--- config.mk ---
export PLATFORM = sky130hd
export DESIGN_NAME = rs_enc_32_28_flat
export DESIGN_NICKNAME = d
export VERILOG_FILES = /design/src/rtl/rs_pkg.sv /design/src/rtl/rs_enc_32_28_if.sv /design/src/rtl/gf256_mul_const.sv /design/src/rtl/rs_enc_32_28.sv /design/src/flat_wrapper.sv
export SDC_FILE = /design/constraint.sdc
export NUM_CORES = 1
export LEC_CHECK = 0
export ABC_AREA = 1
export CAP_MARGIN = 20
export CORE_ASPECT_RATIO = 0.6
export CORE_UTILIZATION = 50
export CTS_CLUSTER_DIAMETER = 150
export DETAILED_ROUTE_END_ITERATION = 6
export PLACE_DENSITY = 0.71
export SLEW_MARGIN = 20
export SYNTH_ARGS = -nofsm -noshare
export SYNTH_HDL_FRONTEND = slang
export SYNTH_SLANG_ARGS = --single-unit
--- constraint.sdc ---
create_clock -name i_clk -period 2.5 [get_ports i_clk]
set_input_delay 0.25 -clock i_clk [delete_from_list [all_inputs] [get_ports i_clk]]
set_output_delay 0.25 -clock i_clk [all_outputs]
set_load 0.01 [all_outputs]
--- src/rtl/rs_pkg.sv ---
// Shared RS(32,28) constants and GF(256) arithmetic for the encoder and
// the rs_dec_* decoder chain.
package rs_pkg;

  localparam logic [8:0] GF_POLY  = 9'h11D;
  localparam int         RS_N     = 32;
  localparam int         RS_K     = 28;
  localparam int         RS_NPAR  = 4;
  localparam int         CNT_W    = $clog2(RS_N);

  // g(x) = (x+1)(x+a)(x+a^2)(x+a^3) = x^4 + G3 x^3 + G2 x^2 + G1 x + G0
  localparam logic [7:0] RS_G0    = 8'h40;
  localparam logic [7:0] RS_G1    = 8'h78;
  localparam logic [7:0] RS_G2    = 8'h36;
  localparam logic [7:0] RS_G3    = 8'h0F;

  typedef enum logic [1:0] {
    ST_IDLE,
    ST_DATA,
    ST_PARITY
  } enc_state_e;

  // Shift-and-add GF(256) multiply, reduced by GF_POLY.
  function automatic logic [7:0] gf256_mul(input logic [7:0] a, input logic [7:0] b);
    logic [7:0] acc;
    logic [7:0] sh;
    acc = '0;
    sh  = a;
    for (int i = 0; i < 8; i++) begin
      if (b[i]) acc ^= sh;
      sh = sh[7] ? ((sh << 1) ^ GF_POLY[7:0]) : (sh << 1);
    end
    return acc;
  endfunction

endpackage

--- src/rtl/rs_enc_32_28_if.sv ---
// Byte-stream interface of the RS(32,28) encoder: input stream
// (i_data/i_valid/o_ready) and output stream (o_data/o_valid/i_ready,
// framing flags). Signal names are from the encoder's point of view.
interface rs_enc_32_28_if;
  logic [7:0] i_data;
  logic       i_valid;
  logic       o_ready;
  logic [7:0] o_data;
  logic       o_valid;
  logic       i_ready;
  logic       o_sof;
  logic       o_eof;

  // Encoder side
  modport slave (
    input  i_data, i_valid, i_ready,
    output o_ready, o_data, o_valid, o_sof, o_eof
  );

  // Source/sink side
  modport master (
    output i_data, i_valid, i_ready,
    input  o_ready, o_data, o_valid, o_sof, o_eof
  );
endinterface

--- src/rtl/gf256_mul_const.sv ---
// Multiply by a constant in GF(256): an 8x8 XOR matrix whose column j is
// C * alpha^j, folded to constants at elaboration.
import rs_pkg::*;

module gf256_mul_const #(
  parameter logic [7:0] C = 8'h01
) (
  input  logic [7:0] din,
  output logic [7:0] dout
);

  // XOR together the matrix columns selected by the set input bits.
  always_comb begin
    // NOTE: dout gets a default before the loop so no path leaves it unassigned (no latch).
    dout = '0;
    for (int j = 0; j < 8; j++) begin
      dout ^= {8{din[j]}} & gf256_mul(C, 8'(1 << j));
    end
  end

endmodule

--- src/rtl/rs_enc_32_28.sv ---
// Byte-serial systematic RS(32,28) encoder. Data bytes pass through one
// output register while a degree-4 LFSR accumulates the remainder; the
// four parity bytes p3..p0 are then shifted out with no bubble.
import rs_pkg::*;

module rs_enc_32_28 (
  input  logic           i_clk,
  input  logic           i_resb,
  rs_enc_32_28_if.slave  bus
);

  enc_state_e       state;
  logic [CNT_W-1:0] cnt;
  logic [7:0]       p3, p2, p1, p0;

  logic [7:0]       data_q;
  logic             valid_q;
  logic             sof_q;
  logic             eof_q;

  logic [7:0]       fb;
  logic [7:0]       m3, m2, m1, m0;
  logic             out_free;
  logic             accept;

  // The output register can take a new byte when empty or draining.
  assign out_free     = ~valid_q | bus.i_ready;
  assign bus.o_ready  = (state == ST_DATA) & out_free;
  assign accept       = bus.i_valid & bus.o_ready;

  assign bus.o_data   = data_q;
  assign bus.o_valid  = valid_q;
  assign bus.o_sof    = sof_q;
  assign bus.o_eof    = eof_q;

  assign fb = bus.i_data ^ p3;

  gf256_mul_const #(.C(RS_G3)) u_mul_g3 (.din(fb), .dout(m3));
  gf256_mul_const #(.C(RS_G2)) u_mul_g2 (.din(fb), .dout(m2));
  gf256_mul_const #(.C(RS_G1)) u_mul_g1 (.din(fb), .dout(m1));
  gf256_mul_const #(.C(RS_G0)) u_mul_g0 (.din(fb), .dout(m0));

  // Frame FSM, LFSR and output register, all updated together.
  always_ff @(posedge i_clk or negedge i_resb) begin
    if (!i_resb) begin
      // NOTE: non-blocking assignments so every register samples pre-edge values.
      state   <= ST_IDLE;
      cnt     <= '0;
      p3      <= '0;
      p2      <= '0;
      p1      <= '0;
      p0      <= '0;
      data_q  <= '0;
      valid_q <= 1'b0;
      sof_q   <= 1'b0;
      eof_q   <= 1'b0;
    end else begin
      // A transferred byte empties the register unless a new load below refills it.
      if (valid_q && bus.i_ready) valid_q <= 1'b0;

      case (state)
        ST_IDLE: begin
          state <= ST_DATA;
        end

        ST_DATA: begin
          if (accept) begin
            data_q  <= bus.i_data;
            valid_q <= 1'b1;
            sof_q   <= (cnt == '0);
            eof_q   <= 1'b0;
            p3      <= p2 ^ m3;
            p2      <= p1 ^ m2;
            p1      <= p0 ^ m1;
            p0      <= m0;
            if (cnt == CNT_W'(RS_K - 1)) begin
              cnt   <= '0;
              state <= ST_PARITY;
            end else begin
              cnt   <= cnt + 1'b1;
            end
          end
        end

        ST_PARITY: begin
          if (out_free) begin
            data_q  <= p3;
            valid_q <= 1'b1;
            sof_q   <= 1'b0;
            eof_q   <= (cnt == CNT_W'(RS_NPAR - 1));
            p3      <= p2;
            p2      <= p1;
            p1      <= p0;
            p0      <= '0;
            if (cnt == CNT_W'(RS_NPAR - 1)) begin
              cnt   <= '0;
              state <= ST_DATA;
            end else begin
              cnt   <= cnt + 1'b1;
            end
          end
        end

        default: begin
          state <= ST_IDLE;
        end
      endcase
    end
  end

endmodule

--- src/flat_wrapper.sv ---
// flat-port wrapper written by rule: the top's interface ports become plain ports
module rs_enc_32_28_flat 
  (i_clk, i_resb, bus_i_data, bus_i_valid, bus_i_ready, bus_o_ready, bus_o_data, bus_o_valid, bus_o_sof, bus_o_eof);
  rs_enc_32_28_if bus_i ();
  input  logic i_clk;
  input  logic i_resb;
  input wire logic [$bits(bus_i.i_data)-1:0] bus_i_data;
  input wire logic [$bits(bus_i.i_valid)-1:0] bus_i_valid;
  input wire logic [$bits(bus_i.i_ready)-1:0] bus_i_ready;
  output wire logic [$bits(bus_i.o_ready)-1:0] bus_o_ready;
  output wire logic [$bits(bus_i.o_data)-1:0] bus_o_data;
  output wire logic [$bits(bus_i.o_valid)-1:0] bus_o_valid;
  output wire logic [$bits(bus_i.o_sof)-1:0] bus_o_sof;
  output wire logic [$bits(bus_i.o_eof)-1:0] bus_o_eof;
  assign bus_i.i_data = bus_i_data;
  assign bus_i.i_valid = bus_i_valid;
  assign bus_i.i_ready = bus_i_ready;
  assign bus_o_ready = bus_i.o_ready;
  assign bus_o_data = bus_i.o_data;
  assign bus_o_valid = bus_i.o_valid;
  assign bus_o_sof = bus_i.o_sof;
  assign bus_o_eof = bus_i.o_eof;
  rs_enc_32_28 u_core (.i_clk(i_clk), .i_resb(i_resb), .bus(bus_i));
endmodule
---- Word level (Yosys, flattened, before mapping) ----
Cells that the tools add are included.
word-level totals
  flip-flop bits (word level) ............. 50
  latch bits .............................. 0
  RAM bits ................................ 0
  memory bits (read-only) ................. 0
  bits of input ports ..................... 12
  output and inout bits ................... 12
  logic and storage cells ................. 96
  memories ................................ 0
cells by class
  add/sub/neg operators ................... 1
  $mul .................................... 0
  div/mod/pow operators ................... 0
  order comparisons ....................... 0
  equality and inequality tests ........... 8
  shift operators ......................... 0
  muxes and demuxes ....................... 35
  bitwise gates (word level) .............. 36
  reductions and logical operators ........ 6
operators by type and width
  kind                   number
  $xor A8 B8 Y8          18
  $mux W8                10
  $pmux W8 S2            5
  $xor A8 B7 Y8          4
  $xor A7 B8 Y8          3
  $mux W5                4
  $pmux W5 S2            1
  $mux W2                4
  $xor A8 B1 Y8          1
  $xor A8 B2 Y8          1
  $xor A8 B5 Y8          1
  $xor A8 B6 Y8          1
  $mux W1                7
  $xor A6 B7 Y7          1
  $ne A2 B1 Y1 const B   3
  $pmux W1 S2            3
  $pmux W2 S3            1
  $xor A5 B6 Y6          1
  $add A5 B1 Y5 const B  1
  $eq A5 B2 Y1 const B   1
  $eq A5 B5 Y1 const B   1
  $logic_not A5 Y1       1
  $xor A4 B5 Y5          1
  $reduce_and A4 Y1      1
  other kinds (10)       11

---- Depth between registers and ports, before layout ----
Gate-level depths: netlist (run 1).
  word-level depth ........................ 11
  gate-level depth with buffers ........... 14

---- Hierarchy ----
From an unflattened synthesis (run 1), not the netlist that was laid out.
second synthesis, totals
  cell total of the unflattened synthesis .. 523
  area total of the unflattened synthesis .. 3693.5 um^2
by module, submodules not included
  module                              times used  cells an instance  area each (um^2)  seq. area each (um^2)
  rs_enc_32_28                        1           329                2665.1            1251.2
  gf256_mul_const at u_core.u_mul_g1  1           66                 344.1             0.0
  gf256_mul_const at u_core.u_mul_g3  1           57                 292.8             0.0
  gf256_mul_const at u_core.u_mul_g0  1           38                 203.9             0.0
  gf256_mul_const at u_core.u_mul_g2  1           33                 187.7             0.0

---- Least setup slack after synthesis (run 1) ----
Ideal clock, no wire load.
  path kind ............................... register to register
  start point ............................. register u_core.state[1]
  end point ............................... register u_core.p1[1]
  setup time .............................. 135 ps
  arrival time ............................ 1760 ps
  slack ................................... 605 ps
  cell stages (with the launch flop) ...... 11
  buffers on the path ..................... 1
  period minus slack after synthesis ...... 1895 ps
  cells stage by stage .................... dfrtp_1 inv_1 ha_1 inv_1 nor2_1 nand2_1 a22oi_1 nand2_1 inv_2 clkbuf_1 o21ai_0
on the way
  cells in the longest elaborated chain, start to end .. 5
  elaborated cells on any way between the ends .. 9
  classes of those cells .................. 4 x eq/ne; 1 x mux; 2 x bitwise; 2 x reduce/logical
RTL lines
  element                             RTL line            text
  from (decl)                         rs_enc_32_28.sv:12  enc_state_e state;
  from (signal assigned)              rs_enc_32_28.sv:47  state <= ST_IDLE;
  from (signal assigned)              rs_enc_32_28.sv:63  state <= ST_DATA;
  from (signal assigned)              rs_enc_32_28.sv:78  state <= ST_PARITY;
  $eq A2 B1 Y1                        rs_enc_32_28.sv:28  assign bus.o_ready = (state == ST_DATA) & out_free;
  $and A1 B1 Y1                       rs_enc_32_28.sv:28
  named net bus_o_ready               flat_wrapper.sv:10  output wire logic [$bits(bus_i.o_ready)-1:0] bus_o_ready;
  $and A1 B1 Y1                       rs_enc_32_28.sv:29  assign accept = bus.i_valid & bus.o_ready;
  $ne A2 B1 Y1 (no source line)       n/a
  $reduce_and A3 Y1 (no source line)  n/a
  to (signal assigned)                rs_enc_32_28.sv:74  p1 <= p0 ^ m1;
  to (signal assigned)                rs_enc_32_28.sv:93  p1 <= p0;
  to (decl)                           rs_enc_32_28.sv:14  logic [7:0] p3, p2, p1, p0;
The timed path passes the listed nets, and every way through them passes these cells.
A chain may end at the register's enable or synchronous reset.

---- Worst setup path after layout (run 1) ----
  start point ............................. register u_core.state[1]
  end point ............................... register u_core.p0[3]
on the way
  cells in the longest elaborated chain, start to end .. 5
  elaborated cells on any way between the ends .. 9
  classes of those cells .................. 4 x eq/ne; 1 x mux; 2 x bitwise; 2 x reduce/logical
RTL lines
  element                             RTL line                                text
  $eq A2 B1 Y1                        rs_enc_32_28.sv:28, rs_enc_32_28.sv:61
  $and A1 B1 Y1                       rs_enc_32_28.sv:28
  $and A1 B1 Y1                       rs_enc_32_28.sv:29
  $ne A2 B1 Y1 (no source line)       n/a
  $reduce_and A3 Y1 (no source line)  n/a
  to (signal assigned)                rs_enc_32_28.sv:75                      p0 <= m0;
  to (decl)                           rs_enc_32_28.sv:14
Parallel ways exist; a longest one is shown, timed or not.

==> metrics.csv, run 1 <==
metric,value,unit
status,completed,
Worst slew margin,57.6,%
core footprint,6280,um^2
mux share of post-synthesis cell area,0,%
cts bufs inserted,5,
Clock Pin Slew Worst Setup and Hold Paths,80,ps
post-route ant nets,0,
initial antenna violation count,0,
syn_nets,480,
H-tree depth,2,
Fmax,475,MHz
Post-Synth Simple-Gate Area,32.2,%
Top-Level Pins,24,
Post-Synth XOR/XNOR Area,8.65,%
top post-synthesis cells by area,"dfrtp_1 (38%), nand2_1 (18%), nand3_1 (7.1%)",
Post-Layout Cell Count,570,
cell with the most instances after synthesis,nand2_1,
Yosys warning count,0,
first-iteration detailed-routing DRC count,287,
DR DRC count,0,
clk_skew,7.81,ps
Post-synth ARST share,100,%
Tmin final,2100,ps
first-pass GRT wire length,13600,um
grt met3 use,4.96,%
"Slew Viols, Final",0,
Arrival @ worst endpoint,2320,ps
# placed instances,564,
clock sinks,50,
synthesis-to-finish area growth,13.0,%
crit start category,register,
Total GRT Usage,25.3,%
worst hold path class,primary input to asynchronous set/reset pin,
number of synthesized flops with an enable pin,0,
TritonCTS clock tree,yes,
met1 GRT Util,38.5,%
Synth top area share,37.6,%
DIE WIDTH,107,um
Adder-Cell Fraction of Synth Area,2.63,%
top cell type by total area after synthesis,dfrtp_1,
ant diodes,0,
final setup fails,0,
port bufs,23,
Synth top cells by count,"nand2_1 (162), dfrtp_1 (50), nand3_1 (47)",
GP Congestion,0.930,
Clock Tree Root,clkbuf_8,
Max-Cap Viols,0,
Via density,5.34,
largest net degree at the start of global routing,53,
Rows,22,
unrepaired setup endpoints after global routing,no,
Worst Path Required,2720,ps
detailed-route wire length,7990,um
synthesized instance count,461,
Layout Nets,506,
critical-path maximum fanout,20,
gr busiest metal,met1,
initial core utilization,53.0,%
final worst slack,395,ps
Post-Place Setup Slack,233,ps
drt pass-1 iters,5,
cts hold-fix bufs,0,
register area,1250,um^2
met2 usage,37.3,%
routed len/inst,14.0,um
Die Y,65.2,um
ys flop type,dfrtp_1,
vias,3043,
Die ar.,7000,um^2
post-synthesis cell type count,34,
Worst-Skew Late Latency,290,ps
final worst path period share,84.2,%
clock buffer depth,2,
setup TNS,0,ps
post-synthesis compound-gate area fraction,10.9,%
Fillers,576,
critical path capture point type,register,
share of post-route cells with drive strength above 1,8.44,%
register area share after synthesis,37.6,%
area of the multi-input gates,1810,um^2
grt ovf,0,
Yosys reg bits,50,
Least-Margin Pin Slew,636,ps
post-DP HPWL,5900,um
WS Path Type,register to register,
vias in the first global route,2770,
Fin. Hold Viols,0,
synthesized area,3330,um^2
Avg Synthesized Cell Area,7.22,um^2
largest family of logic cells by synthesized area,simple AND/OR/NAND/NOR gates,
cell families after synthesis:
family | Yosys count
AND/OR/NAND/NOR | 247
flip-flops | 50
buffers and inverters | 63
XOR/XNOR | 26
AO/OA/AOI/OAI | 68
adder cells (fa/ha/maj) | 7
flip-flops by register name (all words and copies together) (netlist names):
name and count:
u_core.bus.o_data 8, u_core.p0 8, u_core.p1 8, u_core.p2 8, u_core.p3 8, u_core.cnt 5
u_core.state 2, u_core.bus.o_eof 1, u_core.bus.o_sof 1, u_core.bus.o_valid 1
routing by layer:
| layer | share of wire, % | routed length (um) |
|---|---|---|
| met3 | 7.1 | 571 |
| met2 | 39 | 3130 |
| met4 | 0.83 | 66 |
| met1 | 53 | 4220 |
| met5 | 0 | 0 |
repair_timing:
action | 4_1_cts | 5_1_grt
endpoints found under the setup margin | 0 | 1
resized for setup | 0 | 1
setup buffers | 0 | 0
path summary, 6_finish.rpt:
kind                       slack [ps]              endpoint            startpoint  cells after the start
max                               400          u_core.p0[3]       u_core.state[1]                     10
min                                50  u_core.bus.o_data[7]                i_resb                      2
max reg2reg                       400          u_core.p0[3]       u_core.state[1]                     10
min reg2reg                       490  u_core.bus.o_data[3]  u_core.bus.o_data[3]                      2
max in group asynchronous        2020         u_core.cnt[2]                i_resb                      2
min in group i_clk                490  u_core.bus.o_data[3]  u_core.bus.o_data[3]                      2
critical path, stage by stage, from the launching register on:
cell,delay (ps)
dfrtp_1,400
inv_1,130
ha_1,190
inv_1,60
nor2_1,130
nand2_1,80
a22oi_1,180
nand2_1,160
clkinv_2,270
nand2_1,230
o21ai_0,200
layout by cell type (no fill, tap or decap), drive strengths merged:
cell type,netlist,routed
ha,7,7
o22ai,6,6
nor3,2,2
nand3,51,51
buf,5,12
dfrtp,50,50
xor2,19,19
nor3b,2,2
o21ai,50,50
inv,47,46
clkdlybuf4s50,0,22
nor2,14,14
clkbuf,10,6
nand2,169,169
nor4,1,1
a22oi,1,1
a21oi,9,9
clkinv,1,2
o31ai,2,2
nand4,7,7
xnor2,7,7
or2,1,1
cell type report:
class | instances | area share [%]
multi-input cells | 348 | 48.1
flip-flops and latches | 50 | 33.3
repair buffers | 34 | 8.85
inverters | 48 | 4.82
well taps | 84 | 2.79
clock buffers | 6 | 2.19
through the flow:
stage | util (%) | instance area, um^2 | hold slack [ps]
after global routing | 59.9 | 3760 | 94.5
after floorplan | - | 3330 | -45.6
final | 59.9 | 3760 | 49.5
after CTS | 59.9 | 3760 | 78.0
after global placement | 58.6 | 3680 | 400
after detailed placement | 58.6 | 3680 | 401
Power of run 1 is left out: the tool's default activity adds up to more than one toggle a clock period on the data nets, which glitch-free logic cannot reach.
==> run 2, diff against run 1 <==
==> constraint.sdc (replaced) <==
create_clock -name i_clk -period 2.1 [get_ports i_clk]
set_input_delay 0.21 -clock i_clk [delete_from_list [all_inputs] [get_ports i_clk]]
set_output_delay 0.21 -clock i_clk [all_outputs]
set_load 0.01 [all_outputs]
==> run 2 against run 1 <==
- via count is 1.6% higher
- cell area up 6.7%
- non-clock buffer count is 23 higher
- first-iteration DRC count down 25%
- routed wire length is 4.5% higher
- flip-flop and latch count stayed put
- sequential share of layout area fell by 2.1 points
==> metrics.csv, run 2 (synthesized netlist as in run 1, its figures left out) <==
metric,value,unit,change
unrepaired setup endpoints after global routing,no,,
routed len/inst,14.0,um,+0.12%
Via density,5.20,,-2.6%
worst hold slack,341,ps,+292 ps
clock buffer depth,2,,unchanged
share of post-route cells with drive strength above 1,13.9,%,+5.5 points
ant diodes,0,,unchanged
core footprint,6280,um^2,unchanged
Top-Level Pins,24,,unchanged
Total GRT Usage,27.1,%,+1.9 points
Die Y,65.2,um,unchanged
final setup fails,0,,unchanged
final worst path period share,92.9,%,
status,completed,,
GP Congestion,0.947,,+1.9%
vias in the first global route,2879,,+3.9%
TritonCTS clock tree,yes,,
first-pass GRT wire length,14300,um,+5.8%
DR DRC count,0,,unchanged
Worst-Skew Late Latency,310,ps,+20 ps
Die ar.,7000,um^2,unchanged
H-tree depth,2,,unchanged
Fmax,512,MHz,
initial core utilization,53.0,%,unchanged
post-route ant nets,0,,unchanged
post-DP HPWL,6330,um,+7.3%
detailed-route wire length,8350,um,+4.5%
vias,3093,,+1.6%
Clock Tree Root,clkbuf_8,,
worst hold path class,primary input to asynchronous set/reset pin,,
clock sinks,50,,unchanged
"most common cell after layout, fill and taps aside",nand2_1,,
Worst slew margin,70.1,%,+12 points
initial antenna violation count,0,,unchanged
most frequent cells in the layout,"nand2_1 (161), dfrtp_1 (50), nand3_1 (47), o21ai_0 (42), inv_1 (41)",,
Arrival @ worst endpoint,1740,ps,-580 ps
Layout Nets,529,,+4.5%
drt pass-1 iters,5,,unchanged
Rows,22,,unchanged
WS Path Type,register to primary output,,
synthesis-to-finish area growth,20.6,%,
Least-Margin Pin Slew,445,ps,-191 ps
Clock Pin Slew Worst Setup and Hold Paths,90,ps,about the same
first-iteration detailed-routing DRC count,215,,-25%
Fillers,570,,-1.0%
Worst Path Required,1890,ps,-830 ps
critical-path maximum fanout,4,,-80%
"Slew Viols, Final",0,,unchanged
port bufs,23,,unchanged
"Core Util, Final",63.9,%,+4.0 points
DIE WIDTH,107,um,unchanged
critical path capture point type,primary output,,
crit start category,register,,
cts bufs inserted,5,,unchanged
Max-Cap Viols,0,,unchanged
Tmin final,1950,ps,
Fin. Hold Viols,0,,unchanged
clk_skew,5.20,ps,-2.61 ps
grt ovf,0,,unchanged
largest net degree at the start of global routing,31,,-42%
## run 2: cell count changes in the layout (fill, tap and decap cells not counted), sizes merged
cell / change
clkinv: -1
buf: +22
bufinv: +2
dlygate4sd3: +1
inv: +1
## run 2: through the flow
stage               TNS, ps  worst slack [ps]  instance area [um^2]  cells
floorplan                 0               205                  3330    461
global placement      -8.08             -8.08                  3820    585
detailed placement    -37.9             -24.4                  3820    585
CTS                       0               109                  3980    594
global route              0              16.5                  4010    595
finish                    0               148                  4010    595
## run 2: cell type report
class                           count  area (um^2)  share of cell area (%)
Tap cell                           84          105                    2.62
Clock buffer                        6         82.6                    2.06
Sequential cell                    50         1250                    31.2
Timing Repair Buffer               57          503                    12.5
Inverter                           48          180                    4.49
Clock inverter                      2         60.1                    1.50
Multi-Input combinational cell    348         1830                    45.6
## run 2: timing repair
action,CTS,global route
resized for setup,0,9
setup endpoints to repair,0,24
endpoints found under the hold margin,15,0
setup buffers,0,1
hold buffers,1,0
## run 2: worst max-delay path: stages, from the launching register on
cell and delay, ps:
dfrtp_1 420, inv_2 90, ha_1 180, inv_1 60, nor2_1 130, clkdlybuf4s50_1 550
## run 2: worst paths after layout
path                                            from                    to  slack (ps)  depth (start not counted)
worst min register to register  u_core.bus.o_data[1]  u_core.bus.o_data[1]         490                          2
worst max register to register          u_core.p3[4]          u_core.p3[6]         200                         12
max in group asynchronous                     i_resb          u_core.p1[1]        1150                          3
min in group i_clk              u_core.bus.o_data[1]  u_core.bus.o_data[1]         490                          2
worst min-delay path                          i_resb          u_core.p3[7]         340                          2
worst max-delay path                 u_core.state[1]           bus_o_ready         150                          5
## run 2: per-layer routing
metal / global-route usage (%) / vias to the layer above / share of wire, % / routed length, um
li1: - / 1578 / - / -
met5: 0 / - / 0 / 0
met1: 40.3 / 1407 / 52 / 4330
met3: 9.82 / 10 / 8.9 / 744
met4: 5.65 / 0 / 1.1 / 88
met2: 37.2 / 98 / 38 / 3180
Power of run 2 is left out for the same reason.
==> run 3, diff against run 2 <==
--- a/config.mk
+++ b/config.mk
@@ -12,6 +12,7 @@
 export CTS_CLUSTER_DIAMETER = 150
 export DETAILED_ROUTE_END_ITERATION = 6
 export PLACE_DENSITY = 0.71
+export RECOVER_POWER = 100
 export SLEW_MARGIN = 20
 export SYNTH_ARGS = -nofsm -noshare
 export SYNTH_HDL_FRONTEND = slang
==> run 3 against run 2 <==
- non-clock buffer count stayed put
- critical endpoint unchanged
- first-iteration DRC count is 5.1% lower
- final cell count stayed put
- count of clock-buffer cells in the layout stayed put
- global-route usage stayed put
- fmax hardly changed
- sequential share of layout area is 0.13 points higher
- core utilization is 0.26 points lower
- critical path type unchanged
- critical path depth stayed put
==> metrics.csv, run 3 (synthesized netlist as in run 1, its figures left out) <==
metric,value,unit,change
share of post-route cells with drive strength above 1,13.3,%,-0.59 points
clock sinks,50,,unchanged
Least-Margin Pin Slew,928,ps,+483 ps
reg2reg path depth,12,,unchanged
Placed Area,3820,um^2,unchanged
Worst slew margin,38.1,%,-32 points
Rows,22,,unchanged
Worst Path Required,1890,ps,about the same
grt ovf,0,,unchanged
Hold Crit Depth,2,,
first-iteration detailed-routing DRC count,204,,-5.1%
crit start category,register,,
TritonCTS clock tree,yes,,
Total GRT Usage,27.1,%,unchanged
DIE WIDTH,107,um,unchanged
final setup fails,0,,unchanged
clk_skew,7.36,ps,+2.16 ps
WS Path Type,register to primary output,,
Tmin final,1950,ps,-0.828 ps
most frequent cells in the layout,"nand2_1 (163), dfrtp_1 (50), nand3_1 (47), o21ai_0 (43), inv_1 (41)",,
Top-Level Pins,24,,unchanged
ant diodes,0,,unchanged
final worst path period share,92.9,%,about the same
CP top delay family,buffers and inverters,,
cell depth of the worst setup path,5,,unchanged
core footprint,6280,um^2,unchanged
port bufs,23,,unchanged
vias in the first global route,2879,,unchanged
unrepaired setup endpoints after global routing,no,,
clock buffer depth,2,,unchanged
Fillers,576,,+1.1%
Fmax,513,MHz,about the same
CP Cell Sequence,"inv_2, ha_1, inv_1, nor2_1, clkdlybuf4s50_1",,
CP max stage delay,550,ps,about the same
detailed-route wire length,8340,um,-0.13%
Die Y,65.2,um,unchanged
area of the multi-input gates,1830,um^2,-0.27%
initial core utilization,53.0,%,unchanged
initial antenna violation count,0,,unchanged
"most common cell after layout, fill and taps aside",nand2_1,,
worst hold path class,register to register,,
register area,1250,um^2,unchanged
routed len/inst,14.0,um,-0.13%
Arrival @ worst endpoint,1740,ps,about the same
Fin. Hold Viols,0,,unchanged
Clock Tree Root,clkbuf_8,,
worst hold slack,483,ps,+142 ps
H-tree depth,2,,unchanged
DR DRC count,0,,unchanged
slowest CP cell,clkdlybuf4s50_1,,
Layout Nets,529,,unchanged
Die ar.,7000,um^2,unchanged
GP Congestion,0.947,,unchanged
first-pass GRT wire length,14300,um,unchanged
cts bufs inserted,5,,unchanged
Worst-Skew Late Latency,320,ps,about the same
vias,3085,,-0.26%
critical-path maximum fanout,4,,unchanged
synthesis-to-finish area growth,20.1,%,
critical path capture point type,primary output,,
status,completed,,
"Slew Viols, Final",0,,unchanged
design area,4000,um^2,-0.41%
drt pass-1 iters,5,,unchanged
Via density,5.18,,-0.26%
worst path bufs/invs,3,,unchanged
post-DP HPWL,6330,um,unchanged
largest net degree at the start of global routing,31,,unchanged
Max-Cap Viols,0,,unchanged
Clock Pin Slew Worst Setup and Hold Paths,90,ps,about the same
post-route ant nets,0,,unchanged
[run 3: cell types whose count changed in the layout (fill, tap and decap cells not counted), sizes merged]
cell / change
buf: -7
dlygate4sd3: +11
clkdlybuf4s50: -11
clkbuf: +7
[run 3: final timing paths]
path / start / endpoint / slack [ps]
max: u_core.state[1] / bus_o_ready / 150
min: u_core.bus.o_data[1] / u_core.bus.o_data[1] / 480
max reg2reg: u_core.p3[4] / u_core.p3[4] / 160
min reg2reg: u_core.bus.o_data[1] / u_core.bus.o_data[1] / 480
max in group asynchronous: i_resb / u_core.p1[1] / 530
min in group asynchronous: i_resb / u_core.bus.o_data[5] / 530
[run 3: through the flow]
step / setup TNS, ps / setup slack, ps / util [%] / instances
6_report: 0 / 149 / 63.7 / 595
5_1_grt: 0 / 9.63 / 63.7 / 595
4_1_cts: 0 / 109 / 63.4 / 594
3_5_place_dp: -37.9 / -24.4 / 60.9 / 585
3_3_place_gp: -8.08 / -8.08 / 60.9 / 585
2_1_floorplan: 0 / 205 / - / 461
[run 3: final cells by class]
| type | count | area share, % |
|---|---|---|
| clock inverters | 2 | 1.50 |
| repair buffers | 57 | 12.3 |
| well taps | 84 | 2.63 |
| multi-input cells | 348 | 45.7 |
| inverters | 48 | 4.51 |
| clock buffers | 6 | 2.07 |
| flip-flops and latches | 50 | 31.3 |
[run 3: what timing repair did]
| action | in CTS | in global routing |
|---|---|---|
| buffers inserted | 0 | 1 |
| hold endpoints to repair | 15 | 0 |
| hold buffers | 1 | 0 |
| gates resized for setup | 0 | 9 |
| endpoints found under the setup margin | 0 | 24 |
[run 3: tightest hold or removal path: stages, from the launching register on]
cell	delay, ps
dfrtp_1	350
nand2_1	50
o21ai_0	50
[run 3: routing by layer]
| metal | part of all wire (%) | up-vias | global-route usage (%) |
|---|---|---|---|
| met1 | 53 | 1409 | 40.3 |
| li1 | - | 1584 | - |
| met4 | 0.76 | 0 | 5.65 |
| met5 | 0 | - | 0 |
| met3 | 8.6 | 5 | 9.82 |
| met2 | 38 | 87 | 37.2 |
Power of run 3 is left out for the same reason.
